`config.mk`:
```
export PLATFORM = sky130hd
export DESIGN_NAME = mysystem_pio_edge
export DESIGN_NICKNAME = d
export VERILOG_FILES = /design/src/rtl/mysystem_pio_edge.sv
export SDC_FILE = /design/constraint.sdc
export NUM_CORES = 1
export LEC_CHECK = 0
export ABC_AREA = 1
export ABC_CLOCK_PERIOD_IN_PS = 2000
export BUFFER_PORTS_ARGS = -buffer_cell sky130_fd_sc_hd__buf_2
export CORE_UTILIZATION = 55
export CTS_BUF_LIST = sky130_fd_sc_hd__clkbuf_8
export CTS_CLUSTER_SIZE = 24
export DETAILED_ROUTE_END_ITERATION = 8
export PLACE_DENSITY = 0.85
export SETUP_SLACK_MARGIN = 0.02
export SLEW_MARGIN = 5
export SYNTH_ARGS = -nofsm -noshare
export SYNTH_HDL_FRONTEND = slang
export SYNTH_SLANG_ARGS = --single-unit
```
`constraint.sdc`:
```
create_clock -name clk -period 2 [get_ports clk]
set_input_delay 0.4 -clock clk [delete_from_list [all_inputs] [get_ports clk]]
set_output_delay 0.4 -clock clk [all_outputs]
set_load 0.01 [all_outputs]
```
`src/rtl/mysystem_pio_edge.sv`:
```
// -----------------------------------------------------------------------------
// mysystem_pio_edge
//
// Avalon-MM parallel I/O port with edge-capture interrupt.
//
// Output side: a WIDTH-bit data_out register that drives out_port directly.
// It can be written whole (address 1), bit-set (address 4) or bit-cleared
// (address 5).
//
// Input side: in_port is synchronised through two flops (s1, s2). A history
// flop (s3) follows them. Edges between s2 and s3 are latched into
// edge_capture. The EDGE_TYPE parameter selects which edges count:
// 0 rising, 1 falling, 2 any.
//
// Software clears captured bits with a write-1-to-clear to address 3.
// irq is the OR of (edge_capture & irq_mask).
//
// Parameters
//   WIDTH        port width, 1..32
//   RESET_VALUE  data_out value after reset (low WIDTH bits used)
//   EDGE_TYPE    0 rising, 1 falling, 2 any edge
//
// Ports
//   clk          clock, rising edge
//   reset_n      asynchronous active-low reset
//   address      register select (0..7)
//   chipselect   slave select
//   write_n      write strobe, active-low
//   writedata    write data, bits [WIDTH-1:0] used
//   in_port      asynchronous external inputs
//   out_port     data_out register contents
//   readdata     combinational read mux, zero above WIDTH
//   irq          level interrupt, active-high
//
// Address map
//   0  synchronised input (read only)
//   1  data_out (read/write)
//   2  irq_mask (read/write)
//   3  edge_capture (read, write-1-to-clear)
//   4  outset (write only)
//   5  outclear (write only)
//   6-7 reserved
// -----------------------------------------------------------------------------
module mysystem_pio_edge #(
    parameter int unsigned WIDTH       = 8,
    parameter logic [31:0] RESET_VALUE = 32'h0,
    parameter int unsigned EDGE_TYPE   = 0
) (
    input  logic             clk,
    input  logic             reset_n,
    input  logic [2:0]       address,
    input  logic             chipselect,
    input  logic             write_n,
    input  logic [31:0]      writedata,
    input  logic [WIDTH-1:0] in_port,
    output logic [WIDTH-1:0] out_port,
    output logic [31:0]      readdata,
    output logic             irq
);

    localparam logic [WIDTH-1:0] RESET_DATA = RESET_VALUE[WIDTH-1:0];

    logic [WIDTH-1:0] data_out_reg,     data_out_next;
    logic [WIDTH-1:0] irq_mask_reg,     irq_mask_next;
    logic [WIDTH-1:0] edge_capture_reg, edge_capture_next;
    logic [WIDTH-1:0] s1_reg, s2_reg, s3_reg;

    logic [WIDTH-1:0] edge_detect;
    logic [WIDTH-1:0] clear_mask;
    logic [WIDTH-1:0] wdata;
    logic [WIDTH-1:0] read_value;
    logic             write_strobe;

    // Upper writedata bits are ignored for narrow ports.
    // They are folded into a deliberately unused signal.
    logic unused_writedata;
    assign unused_writedata = |writedata;

    assign wdata        = writedata[WIDTH-1:0];
    assign write_strobe = chipselect & ~write_n;

    // -------------------------------------------------------------------------
    // Per-bit edge detection on the synchronised input vs. its history flop
    // -------------------------------------------------------------------------
    genvar gi;
    generate
        for (gi = 0; gi < WIDTH; gi++) begin : g_edge
            if (EDGE_TYPE == 0) begin : g_rise
                assign edge_detect[gi] = s2_reg[gi] & ~s3_reg[gi];
            end else if (EDGE_TYPE == 1) begin : g_fall
                assign edge_detect[gi] = ~s2_reg[gi] & s3_reg[gi];
            end else begin : g_any
                assign edge_detect[gi] = s2_reg[gi] ^ s3_reg[gi];
            end
        end
    endgenerate

    // -------------------------------------------------------------------------
    // Register write decode
    // -------------------------------------------------------------------------
    always_comb begin
        data_out_next = data_out_reg;
        irq_mask_next = irq_mask_reg;
        clear_mask    = '0;
        if (write_strobe) begin
            case (address)
                3'd1:    data_out_next = wdata;
                3'd2:    irq_mask_next = wdata;
                3'd3:    clear_mask    = wdata;
                3'd4:    data_out_next = data_out_reg | wdata;
                3'd5:    data_out_next = data_out_reg & ~wdata;
                default: ;
            endcase
        end
        // The clear is applied first and the new edges are OR-ed in afterwards.
        // A bit that is cleared and sees a fresh edge in the same cycle
        // therefore stays set.
        edge_capture_next = (edge_capture_reg & ~clear_mask) | edge_detect;
    end

    // -------------------------------------------------------------------------
    // State registers
    // -------------------------------------------------------------------------
    always_ff @(posedge clk or negedge reset_n) begin
        if (!reset_n) begin
            data_out_reg     <= RESET_DATA;
            irq_mask_reg     <= '0;
            edge_capture_reg <= '0;
            s1_reg           <= '0;
            s2_reg           <= '0;
            s3_reg           <= '0;
        end else begin
            data_out_reg     <= data_out_next;
            irq_mask_reg     <= irq_mask_next;
            edge_capture_reg <= edge_capture_next;
            s1_reg           <= in_port;
            s2_reg           <= s1_reg;
            s3_reg           <= s2_reg;
        end
    end

    // -------------------------------------------------------------------------
    // Read mux and outputs
    // -------------------------------------------------------------------------
    always_comb begin
        read_value = '0;
        case (address)
            3'd0:    read_value = s2_reg;
            3'd1:    read_value = data_out_reg;
            3'd2:    read_value = irq_mask_reg;
            3'd3:    read_value = edge_capture_reg;
            default: read_value = '0;
        endcase
    end

    always_comb begin
        readdata            = '0;
        readdata[WIDTH-1:0] = read_value;
    end

    assign out_port = data_out_reg;
    assign irq      = |(edge_capture_reg & irq_mask_reg);

endmodule
```
* Word level (Yosys, flattened, before mapping)
Cells that the tools add are included.
** Operators by class
- Muxes and demuxes :: 4
- Reduce and logical (&&, ||, !) cells :: 5
- Bitwise logic cells :: 25
- Eq/ne operators :: 5
** Operators with widths (number)
- 8-bit case mux with 4 select lines :: 1
- 8-bit AND :: 3
- 8-bit case mux with 3 select lines :: 1
- 8-bit 2-to-1 mux :: 2
- 8-bit inverter :: 2
- 8-bit OR :: 2
- 1-bit AND :: 9
- 1-bit inverter :: 9
- 8-bit OR reduction :: 1
- 3-bit by 2-bit == test with 1-bit output, second input constant :: 2
- 3-bit == test, second input constant :: 2
- 2-bit AND reduction :: 2
- 3-bit by 1-bit == test with 1-bit output, second input constant :: 1
- 3-bit logical NOT :: 1
- 3-bit nonzero test :: 1
** Storage, ports and cells
- Register bits after elaboration :: 48

* Longest topological paths before layout
Gate-level depths: netlist (run 1).
- Depth in word-level cells :: 6
- Depth in mapped cells :: 6

* Worst setup path before layout (run 1)
Ideal clock, no wire load.
- Path kind :: in2out
- Start :: input address[1]
- End :: output readdata[5]
- Stages :: 6
- Slack :: 0.546 ns
- Data required time :: 1.600 ns
- Arrival time :: 1.054 ns
- Path through :: inv_2 -> clkbuf_1 -> nand4_1 -> nand2_1 -> inv_1 -> nand2_1
** Between the ends
- Cells in the longest elaborated chain, start to end :: 2
- Elaborated cells between the ends (all ways) :: 5
** RTL lines
- start: declaration :: RTL line 51 : input logic [2:0] address,
- 3-bit by 2-bit == test with 1-bit output (tied with other cells) :: RTL line 147 : case (address)
- 8-bit case mux with 4 select lines (*) :: RTL line 147
- end: declaration :: RTL line 57 : output logic [31:0] readdata,
Every way passes the cells marked *; elsewhere a longest branch is shown, timed or not.

* Final worst setup path (run 1)
- Start :: input address[1]
- End :: output readdata[4]
Same word-level chain as after synthesis.

==> results of run 1 <==
[Yosys cell counts]
cell,n,area [sq um]
sky130_fd_sc_hd__a21oi_1,1,5.000
sky130_fd_sc_hd__buf_4,27,202.7
sky130_fd_sc_hd__clkbuf_1,1,3.750
sky130_fd_sc_hd__nor2_4,5,56.30
sky130_fd_sc_hd__buf_2,3,15.01
sky130_fd_sc_hd__nand4_1,16,100.1
sky130_fd_sc_hd__conb_1,1,3.750
sky130_fd_sc_hd__nand3_1,25,125.1
sky130_fd_sc_hd__inv_2,2,7.510
sky130_fd_sc_hd__inv_1,33,123.9
sky130_fd_sc_hd__nand4_2,1,12.51
sky130_fd_sc_hd__nor2_1,9,33.78
sky130_fd_sc_hd__nand2_4,1,11.26
sky130_fd_sc_hd__dfrtp_1,48,1201
sky130_fd_sc_hd__nand2_1,128,480.5
[critical path, stage by stage]
cell,delay (ns)
sky130_fd_sc_hd__buf_2,0.19
sky130_fd_sc_hd__inv_2,0.28
sky130_fd_sc_hd__nand3_1,0.14
sky130_fd_sc_hd__nand2_1,0.11
sky130_fd_sc_hd__inv_1,0.04
sky130_fd_sc_hd__nand2_1,0.05
sky130_fd_sc_hd__buf_2,0.12
[stage by stage]
| step | hold WS (ns) | worst slack, ns | power, mW |
|---|---|---|---|
| detailed placement | 0.3347 | 0.2897 | 1.547 |
| CTS | 0.05548 | 0.2990 | 2.293 |
| global route | 0.07424 | 0.1870 | 2.398 |
| floorplan | 0.1044 | 0.5461 | 1.414 |
| finish | 0.04235 | 0.2706 | 2.275 |
| global placement | 0.3327 | 0.3141 | 1.535 |
[final cells by class]
type,count,area (sq um),share of cell area (%)
flip-flops and latches,48,1201,44.80
multi-input cells,210,914.6,34.11
repair buffers,44,245.2,9.146
inverters,35,131.4,4.900
clock buffers,7,96.34,3.593
well taps,50,62.56,2.333
clock inverters,1,30.03,1.120
[path summary, 6_finish.rpt]
path	endpoint	cells past startpoint
max	readdata[4]	7
min in group clk	s1_reg[5]	1
min reg2reg	s2_reg[0]	0
min	irq_mask_reg[4]	1
max reg2reg	irq_mask_reg[6]	2
max in group asynchronous	edge_capture_reg[6]	2
[power breakdown]
part,total (mW),switching [mW],internal [mW]
sequential,1.14,0.0727,1.07
clock,0.744,0.304,0.441
combinational,0.387,0.249,0.139
[layout by cell type, fill, tap and decap left out, drive strengths merged]
cell    synthesis  layout
nand2         129     129
dfrtp          48      48
buf            30      44
inv            35      35
nand3          25      25
conb            1      24
nand4          17      17
nor2           14      14
clkbuf          1       7
a21oi           1       1
bufinv          0       1
[cell families (layout without fill, tap and decap cells)]
family	after synthesis	after routing
AOI/OAI and AO/OA	1	1
buffers and inverters	66	87
and+or+nand+nor	185	185
DFF	48	48
other	1	24
[routing by layer]
layer	up-vias	routed length (microns)
li1	971	-
met4	0	91
met3	10	393
met5	-	0
met2	104	2334
met1	915	2002
==> summary by stage, run 1 <==
Status
The flow ran to the end, and the final reports show no timing, DRC or antenna violations.

CTS
After clock tree synthesis, the repair step resized 0 gates. Clock-pin slew was measured on the worst setup and hold paths at 0.09 ns. For the worst-skew pair, the clock arrives at the later sink with an insertion delay of 0.30 ns.

The clock tree synthesis step divided the H-tree into 2 levels. The worst-case clock buffer depth is 2. The hold-fix buffer count after cts is 0.

The buffer type at the clock tree root is sky130_fd_sc_hd__clkbuf_8. In this run the post-CTS setup repair buffer count came out at 0. Clock tree synthesis found a total of 48 sinks. TritonCTS created 5 clock buffers. TritonCTS built the clock tree.

Final layout
The diode insertion count for antenna repair is 0. Relative to the synthesized area, the layout overhead comes to 12.55%. The number of nets in the finished design is 391. The final-layout fill cell count is 349. For this run, the share of the core covered by cells in the final layout is 65.62%. The final instance count without filler cells is 395. The share of post-route cells with drive strength above 1 is 17.68%. The final design area excluding fillers is 0.002681 sq mm.

Synth
The combinational family with the most area after synthesis is simple AND/OR/NAND/NOR gates. The netlist uses 15 different library cells. The synthesized netlist devotes 0.2101% of its cell area to compound gates. Counting every instance in the synthesized netlist gives 301. After synthesis the netlist holds a flip-flop and latch count of 48.

The mean instance size in the synthesized netlist is 7.915 sq um. The warning count from the yosys run is 0. Of the total synthesized cell area, the portion taken by AND, OR, NAND and NOR gates is 34.40%.

Sequential cells were found to cover 50.42% of the synthesized design area. The multiplexer share of the synthesized area is 0%. The adder-cell share of the synthesized area is 0%.

Summing every instance area after synthesis gives 0.002382 sq mm. Summing the areas of all xor and xnor instances in the mapped netlist gives 0% of the synthesized area.

Place
The count of buffers added on input and output ports is 39. The count of placed standard cells including taps is 387. The cell area after placement is 0.002555 sq mm. The total half-perimeter wirelength after legalization and detailed placement is 3392 microns. The final weighted congestion in routability-driven placement is 0.8976.

Timing
The relative slew slack is 66.35%. The minimum period implied by the final worst setup slack is 1.729 ns. Setup total negative slack on the finished layout was measured at 0 ns.

The total setup violations reported at the end of the flow is 0. The max-slew violation count came to 0. Of the available clock period, the critical path in the final layout requires 86.47%.

Setup repair after global routing left no endpoint under its margin. Based on the critical path, the design can be clocked at up to 578.2 MHz. The clock arrives with 0.01024 ns of skew. The hold violation count in the final report is 0. The slew at the pin with the worst max-slew slack is 0.5035 ns.

GRT
The global-route wire length before repair is 7803 microns. The global route total overflow is 0. The global routing stage identified its most utilized layer as met2.

In the global route stage, overall resource usage came out at 23.81%. The fraction of met2 tracks used by global routing is 35.77%. For met3 alone, demand over resource in global routing was 4.833%.

The pin count of the biggest net entering global routing is 31. For this run, global-route usage on met1 was measured as 32.38%. The via count of the first global-routing pass is 1702.

The initial antenna violation count is 0.

Floorplan
The number of top-level pins is 88. The area of the die is 0.004599 sq mm. The row count is 23. The die span in x is 67.82 microns.

After floorplanning, the core was sized to cover 0.004086 sq mm. The vertical extent of the die is 67.82 microns. The effective utilization at floorplan is 58.30%.

Worst setup path
The worst setup path is captured at an output port. The highest net fanout along the worst path is 18. The register-to-register setup slack is 1.33 ns. The timing startpoint of the critical path is address[1]. The launching point of the worst reg2reg path is irq_mask_reg[6]. The critical path in this run is classified as in2out. The arrival time of the worst setup path is 1.33 ns. The data required time of the critical path is 1.60 ns. STA classifies the critical path startpoint as an input pin.

Routing
Across all layers, the routed design uses 2000 vias. In this run the remaining antenna-violating nets after routing total 0. The total detailed-routing wirelength is 4821 microns.

Dividing the detail-routed via count by the number of cells gives 5.063. The average wire length per cell after detail routing is 12.21 microns. The first TritonRoute pass finished after 5 iterations. After detailed routing, the number of remaining DRC violations is 0. The number of DRC markers after the initial detailed-route iteration is 172.

Flow run
Max-cap violations in this run came to 0.

Pwr
The reported leakage power is 1.503 nW. Power spread over the standard cell area amounts to 848.4 mW/mm^2. The worst-case vdd ir drop is 0.5609 mV.

Worst hold path
The min-delay analysis places its worst path in the category in2async.
(Power assumes the default switching activity.)
==> inputs of run 2 (changes only) <==
--- a/config.mk
+++ b/config.mk
@@ -6,13 +6,13 @@
 export NUM_CORES = 1
 export LEC_CHECK = 0
 export ABC_AREA = 1
-export ABC_CLOCK_PERIOD_IN_PS = 2000
+export ABC_CLOCK_PERIOD_IN_PS = 1500
 export BUFFER_PORTS_ARGS = -buffer_cell sky130_fd_sc_hd__buf_2
-export CORE_UTILIZATION = 55
+export CORE_UTILIZATION = 46
 export CTS_BUF_LIST = sky130_fd_sc_hd__clkbuf_8
 export CTS_CLUSTER_SIZE = 24
 export DETAILED_ROUTE_END_ITERATION = 8
-export PLACE_DENSITY = 0.85
+export PLACE_DENSITY = 0.78
 export SETUP_SLACK_MARGIN = 0.02
 export SLEW_MARGIN = 5
 export SYNTH_ARGS = -nofsm -noshare
==> constraint.sdc (replaced) <==
create_clock -name clk -period 1.5 [get_ports clk]
set_input_delay 0.3 -clock clk [delete_from_list [all_inputs] [get_ports clk]]
set_output_delay 0.3 -clock clk [all_outputs]
set_load 0.01 [all_outputs]
==> summary by stage, run 2 (synthesis gave the netlist of run 1 again) <==
Timing
The clock tree skew after final layout is 0.006230 ns. The smallest setup slack after layout is 0.01355 ns. Setup violations remaining at the end of the flow were counted as 0. The max-slew violation count is 0.

Based on the critical path, the design can be clocked at up to 672.7 MHz. Setup repair after global routing could not meet its margin everywhere. The hold violation count in the final report is 0. The portion of the clock cycle consumed by the worst path in the final layout is 99.10%. The setup total negative slack is 0 ns. The minimum period implied by the final worst setup slack is 1.486 ns.

Routing
The total detailed-routing wirelength is 5199 microns. Before antenna repair, the detailed router went through 4 iterations. The number of DRC markers after the initial detailed-route iteration is 88. Dividing the detail-routed via count by the number of cells gives 4.802. For this run, design rule violations remaining after detail routing come to 0. The total number of vias is 2060.

The average wire length per cell after detail routing is 12.12 microns. The count of nets left with antenna violations once routing finished came out at 0.

Final layout
Once layout is complete, the cells apart from fillers number 429. Leaving out fill and tap cells, the most frequent cell in the layout is sky130_fd_sc_hd__nand2_1. Of the cells placed in the final design, the portion with a size suffix greater than 1 is 22.10%. The post-synthesis to final-layout area growth is 21.38%. The final-layout fill cell count is 446. In the layout the commonest cells are 128 x sky130_fd_sc_hd__nand2_1, 48 x sky130_fd_sc_hd__dfrtp_1, 39 x sky130_fd_sc_hd__buf_2. The number of antenna diodes in the final layout is 0.

The final design area excluding fillers is 0.002892 sq mm. The number of nets in the finished design is 408.

Floorplan
The area of the die is 0.005471 sq mm. After floorplanning, the core was sized to cover 0.004848 sq mm. The die is 73.97 microns wide. The vertical extent of the die is 73.97 microns.

The number of top-level pins is 88. The effective utilization at floorplan is 49.14%. Row generation in the floorplan step produced 25 rows.

Pwr
Summed over all cells, the static leakage comes to 1.600 nW. The worst-case vdd ir drop is 0.6136 mV. The design draws 3.176 mW.

Power spread over the standard cell area amounts to 1098 mW/mm^2.

CTS
The number of CTS-inserted buffers is 5. The CTS tree is done. The TritonCTS sink count is 48. The clock latency at the later pin of the worst-skew pair is 0.31 ns. The tree is rooted in a sky130_fd_sc_hd__clkbuf_8. Clock-pin slew was measured on the worst setup and hold paths at 0.08 ns. In this run the deepest clock path goes through 2 buffers. The CTS H-tree depth is 2.

Worst hold path
The min-delay analysis places its worst path in the category in2reg. In this run the most critical hold path is launched from in_port[3].

GRT
The global route total overflow is 0. The pin count of the biggest net entering global routing is 21. For met2 alone, demand over resource in global routing was 35.76%. The global-route layer with the greatest usage is met2.

The via count of the first global-routing pass is 1802. The met1 capacity usage during global routing is 27.59%. For met3 alone, demand over resource in global routing was 4.336%. The first global-routing pass estimated 8604 microns of wire.

The initial antenna violation count came to 0. The global-route usage over all layers is 21.32%.

Place
The final weighted congestion in routability-driven placement is 0.8859. The number of port buffers is 39. The placement-stage worst setup slack is 0.08532 ns. The count of placed standard cells including taps is 411. The cell area after placement is 0.002666 sq mm. Detailed placement ended at an HPWL of 3683 microns.

Status
The run finished with clean final reports.

Worst setup path
STA classifies the critical path startpoint as a flip-flop. By startpoint and endpoint, the worst setup path is classified as reg2out. In this run the critical register-to-register path is launched from irq_mask_reg[3]. The data required time of the critical path is 1.20 ns. The arrival time of the worst setup path is 1.19 ns. The capturing element type of the critical path is an output port. In this run the worst setup path begins at edge_capture_reg[1]. The highest net fanout along the worst path is 3.

Flow run
Max-cap violations in this run came to 0.
==> run 2: path summary, 6_finish.rpt <==
kind / endpoint / slack (ns) / cells after the start
setup / recovery: irq / 0.01 / 5
hold / removal: s1_reg[3] / 0.1 / 1
setup reg to reg: irq_mask_reg[3] / 0.66 / 4
hold reg to reg: s2_reg[0] / 0.35 / 0
max in group asynchronous: s3_reg[0] / 0.55 / 3
min in group asynchronous: out_port[7] / 0.49 / 2
==> run 2: power breakdown <==
part	internal, mW	total (mW)	leakage [nW]	switching [mW]
logic	0.268	0.636	0.986	0.368
clock network	0.588	1.02	0.0645	0.429
registers	1.43	1.52	0.549	0.0954
total	2.28	3.18	1.60	0.893
==> run 2: final cells by class <==
type                       instances  area (sq um)  area share [%]
clock inverter                     1         30.03           1.039
tap                               67         83.83           2.899
inverter                          35         133.9           4.630
clock buffer                       7         96.34           3.332
multi-input combinational        210         925.9           32.02
timing repair buffer              61         420.4           14.54
sequential                        48          1201           41.54
==> run 2: routing by layer <==
metal | up-vias | share of wire (%)
met5 | - | 0
met4 | 0 | 1.6
met2 | 85 | 49
met3 | 10 | 7.0
li1 | 998 | -
met1 | 967 | 42
==> run 2: what timing repair did <==
item,in CTS,in global routing
hold buffers,1,0
endpoints found under the setup margin,1,8
buffers inserted,3,6
hold endpoints to repair,18,0
resized for setup,2,5
pin swaps,1,5
==> run 2: per-stage QoR <==
step	hold slack, ns	utilization, %
finish	0.09642	59.64
global route	0.08475	59.64
CTS	0.08627	58.40
detailed placement	0.2913	54.99
global placement	0.2880	54.99
floorplan	0.004409	-
==> run 2: worst max-delay path, stage by stage (launching register included) <==
cell	delay [ns]
sky130_fd_sc_hd__dfrtp_1	0.42
sky130_fd_sc_hd__nand2_1	0.08
sky130_fd_sc_hd__nand2_1	0.06
sky130_fd_sc_hd__nor2_2	0.11
sky130_fd_sc_hd__nand3_1	0.08
sky130_fd_sc_hd__buf_2	0.14
==> inputs of run 3 (changes only) <==
--- a/config.mk
+++ b/config.mk
@@ -5,14 +5,13 @@
 export SDC_FILE = /design/constraint.sdc
 export NUM_CORES = 1
 export LEC_CHECK = 0
-export ABC_AREA = 1
 export ABC_CLOCK_PERIOD_IN_PS = 1500
 export BUFFER_PORTS_ARGS = -buffer_cell sky130_fd_sc_hd__buf_2
-export CORE_UTILIZATION = 46
+export CORE_UTILIZATION = 45
 export CTS_BUF_LIST = sky130_fd_sc_hd__clkbuf_8
 export CTS_CLUSTER_SIZE = 24
 export DETAILED_ROUTE_END_ITERATION = 8
-export PLACE_DENSITY = 0.78
+export PLACE_DENSITY = 0.8
 export SETUP_SLACK_MARGIN = 0.02
 export SLEW_MARGIN = 5
 export SYNTH_ARGS = -nofsm -noshare
==> summary by stage, run 3 <==
Status
The run finished, with violations left. The final reports fail on setup timing.

Synth
The warning count from the yosys run is 0. For this run, the leading register cell type out of synthesis is sky130_fd_sc_hd__dfrtp_1. The proportion of netlist area held by the largest area contributor is 56.40%. The post-synth design cell area is 0.002130 sq mm.

The compound-gate portion of the synthesized area is 10.34%. The register bit count reported by yosys is 48. Multiplexer cells account for 13.75% of the synthesized area.

The fraction of the yosys area taken by sequential cells is 56.40%. The area share of xor/xnor cells in the synthesized design is 0.7638%. The synthesized design contains 0 enable-type register cells. The average instance in the mapped netlist occupies 13.23 sq um. The largest total area in the synthesized netlist belongs to sky130_fd_sc_hd__dfrtp_1. In the post-synthesis netlist, the biggest area contributors are sky130_fd_sc_hd__dfrtp_1 56%, sky130_fd_sc_hd__buf_4 8.8%, sky130_fd_sc_hd__mux4_1 7.4%. The count of cell types in the netlist is 21. The most frequent cell after synthesis is sky130_fd_sc_hd__dfrtp_1. The fraction of registers with async set/reset is 100.0%. The synthesized netlist devotes 7.109% of its cell area to simple gates. Sorting the synthesized cells by how often they occur yields 48 x sky130_fd_sc_hd__dfrtp_1, 25 x sky130_fd_sc_hd__buf_4, 24 x sky130_fd_sc_hd__o21ai_0. The adder-cell share of the synthesized area is 0%. In the synthesized netlist, the number of instances is 161. The combinational family with the most area after synthesis is multiplexers.

GRT
The first global-routing pass estimated 7169 microns of wire. The via count of the first global-routing pass is 1476. The global-route usage over all layers is 19.38%. The pin count of the biggest net entering global routing is 49. For this run the aggregate overflow at the end of global routing stands at 0. The initial antenna violation count is 0.

Worst setup path
The most critical setup path has its startpoint at edge_capture_reg[2]. Walking the worst path, the cells encountered are mux4_2 -> nor2b_1 -> buf_2. The arrival time of the worst setup path is 1.46 ns. The capturing element type of the critical path is an output port.

The highest net fanout along the worst path is 3. The delay of the slowest cell on the worst path is 0.47 ns. STA puts the critical path data required time at 1.20 ns. The critical path is of the reg2out type. The standard cell with the maximum stage delay on the critical path is sky130_fd_sc_hd__mux4_2. STA classifies the critical path startpoint as a flip-flop. The kind of cell adding the most delay to the critical path is multiplexers. The launching point of the worst reg2reg path is irq_mask_reg[3].

The sum of buffers and inverters on the critical path is 1.

Pwr
The worst-case IR drop observed on VDD is 0.7699 mV. Of the total power, combinational logic draws 23.4%. The total power per unit cell area is 1167 mW/mm^2. The sum of internal, switching and leakage power is 3.159 mW.

The sequential cell fraction of total power is 47.9%. The reported leakage power is 1.308 nW. The cell-internal power is 2.340 mW. The clock network accounts for 28.7% of the total power. Of the total power, the share spent switching nets is 25.95%. The net switching power figure is 0.8197 mW.

Routing
The number of DRC markers after the initial detailed-route iteration is 81. The average wire length per cell after detail routing is 15.81 microns. The count of TritonRoute iterations in the first routing pass is 6. The number of vias per cell is 5.007.

Wires add up to 4600 microns. The residual antenna-violating net count after detailed routing is 0. After detailed routing, the number of remaining DRC violations is 0. The total number of vias is 1457.

CTS
The H-tree generated during clock tree synthesis spans 2 levels. The number of clock buffers added by TritonCTS is 5. The clock drives 48 sinks. The worst-case clock buffer depth is 2.

TritonCTS built the clock tree. After clock tree synthesis, the clock-pin slew on the worst setup and hold paths is 0.09 ns. The later pin in the worst-skew pair is clocked with a latency of 0.30 ns.

The tree is rooted in a sky130_fd_sc_hd__clkbuf_8.

Timing
The hold violation count in the final report is 0. The smallest setup slack after layout is -0.2559 ns. After layout, the worst path uses 117.1% of the clock period. Hold is met by 0.09873 ns.

Setup violations remaining at the end of the flow were counted as 9. Clock skew on the completed layout was measured at 0.002682 ns. Setup repair after global routing could not meet its margin everywhere. The minimum period implied by the final worst setup slack is 1.756 ns. The max-slew violation count is 0.

After routing, the total negative slack on setup checks comes to -2.004 ns. Based on the critical path, the design can be clocked at up to 569.5 MHz.

Floorplan
The area of the die is 0.005011 sq mm. The number of top-level pins is 88. The die is 70.79 microns wide. The row count is 24. From bottom edge to top edge, the die measures 70.79 microns.

Once the floorplan was initialized, standard cells occupied 47.92% of the core. The region available for standard cell placement spans 0.004444 sq mm.

Place
Counting tap cells, the placed design contains a total of 256 instances. Detailed placement ended at an HPWL of 2852 microns. The cell area after placement is 0.002350 sq mm. The placement-stage worst setup slack is -0.2849 ns.

Routability-driven placement finished with a final weighted congestion of 0.7678. The number of port buffers is 39.

Final layout
Once layout is complete, the utilization of the core stands at 60.92%. The final design area excluding fillers is 0.002708 sq mm. After the last flow step, the layout net total stands at 285. The post-synthesis to final-layout area growth is 27.14%. The share of post-route cells with drive strength above 1 is 45.61%. In the layout the commonest cells are 48 x sky130_fd_sc_hd__dfrtp_1, 35 x sky130_fd_sc_hd__buf_4, 35 x sky130_fd_sc_hd__buf_2.

The most common library cell in the layout ignoring fill and taps is sky130_fd_sc_hd__dfrtp_1. The diode insertion count for antenna repair is 0. The final instance count without filler cells is 291. The final-layout fill cell count is 345.

Worst hold path
The tightest min-delay check is of the in2reg type. In this run the most critical hold path is launched from in_port[3].

Flow run
Max-cap violations in this run came to 0.
## run 3: per-layer routing
metal | up-vias | track usage (%) | wire [microns]
met5 | - | 0 | 0
met4 | 0 | 7.556 | 63
met3 | 8 | 3.989 | 253
met2 | 58 | 32.26 | 2356
met1 | 717 | 25.14 | 1927
li1 | 674 | - | -
## run 3: power groups by stage
| stage | Clock (mW) | Combinational (mW) | Sequential, mW |
|---|---|---|---|
| finish | 0.908 | 0.738 | 1.51 |
| global route | 0.970 | 0.791 | 1.53 |
| CTS | 0.922 | 0.700 | 1.51 |
| detailed placement | 0 | 0.507 | 1.56 |
| global placement | 0 | 0.492 | 1.54 |
| floorplan | 0 | 0.333 | 1.55 |
## run 3: area by class of cell
cell class | instances | area (sq um) | share of cell area (%)
clock buffers | 5 | 68.82 | 2.542
clock inverters | 3 | 38.79 | 1.433
inverters | 8 | 30.03 | 1.109
multi-input cells | 99 | 790.8 | 29.21
flip-flops and latches | 48 | 1201 | 44.36
well taps | 52 | 65.06 | 2.403
repair buffers | 76 | 513.0 | 18.95
## run 3: worst paths after layout
check / to / slack, ns / cells after the start
worst max-delay path: readdata[2] / -0.26 / 3
worst min-delay path: s1_reg[3] / 0.1 / 1
max in group asynchronous: s2_reg[6] / 0.78 / 3
min in group asynchronous: s1_reg[0] / 0.50 / 3
worst max register to register: irq_mask_reg[3] / 0.59 / 2
worst min register to register: s2_reg[5] / 0.36 / 0
## run 3: kinds of logic (layout without fill, tap and decap cells)
logic type | Yosys count | count (layout)
xor gates and xnor gates | 1 | 1
AOI/OAI and AO/OA | 36 | 36
and+or+nand+nor | 22 | 22
muxes | 16 | 16
DFF | 48 | 48
other | 1 | 24
buffers and inverters | 37 | 92
## run 3: what timing repair did
action                                  in CTS  in global routing
pin swaps                                    0                  4
resized for setup                           16                  5
hold endpoints to repair                    48                  0
setup buffers                               24                  2
endpoints found under the setup margin       9                  9
hold buffers                                 1                  0
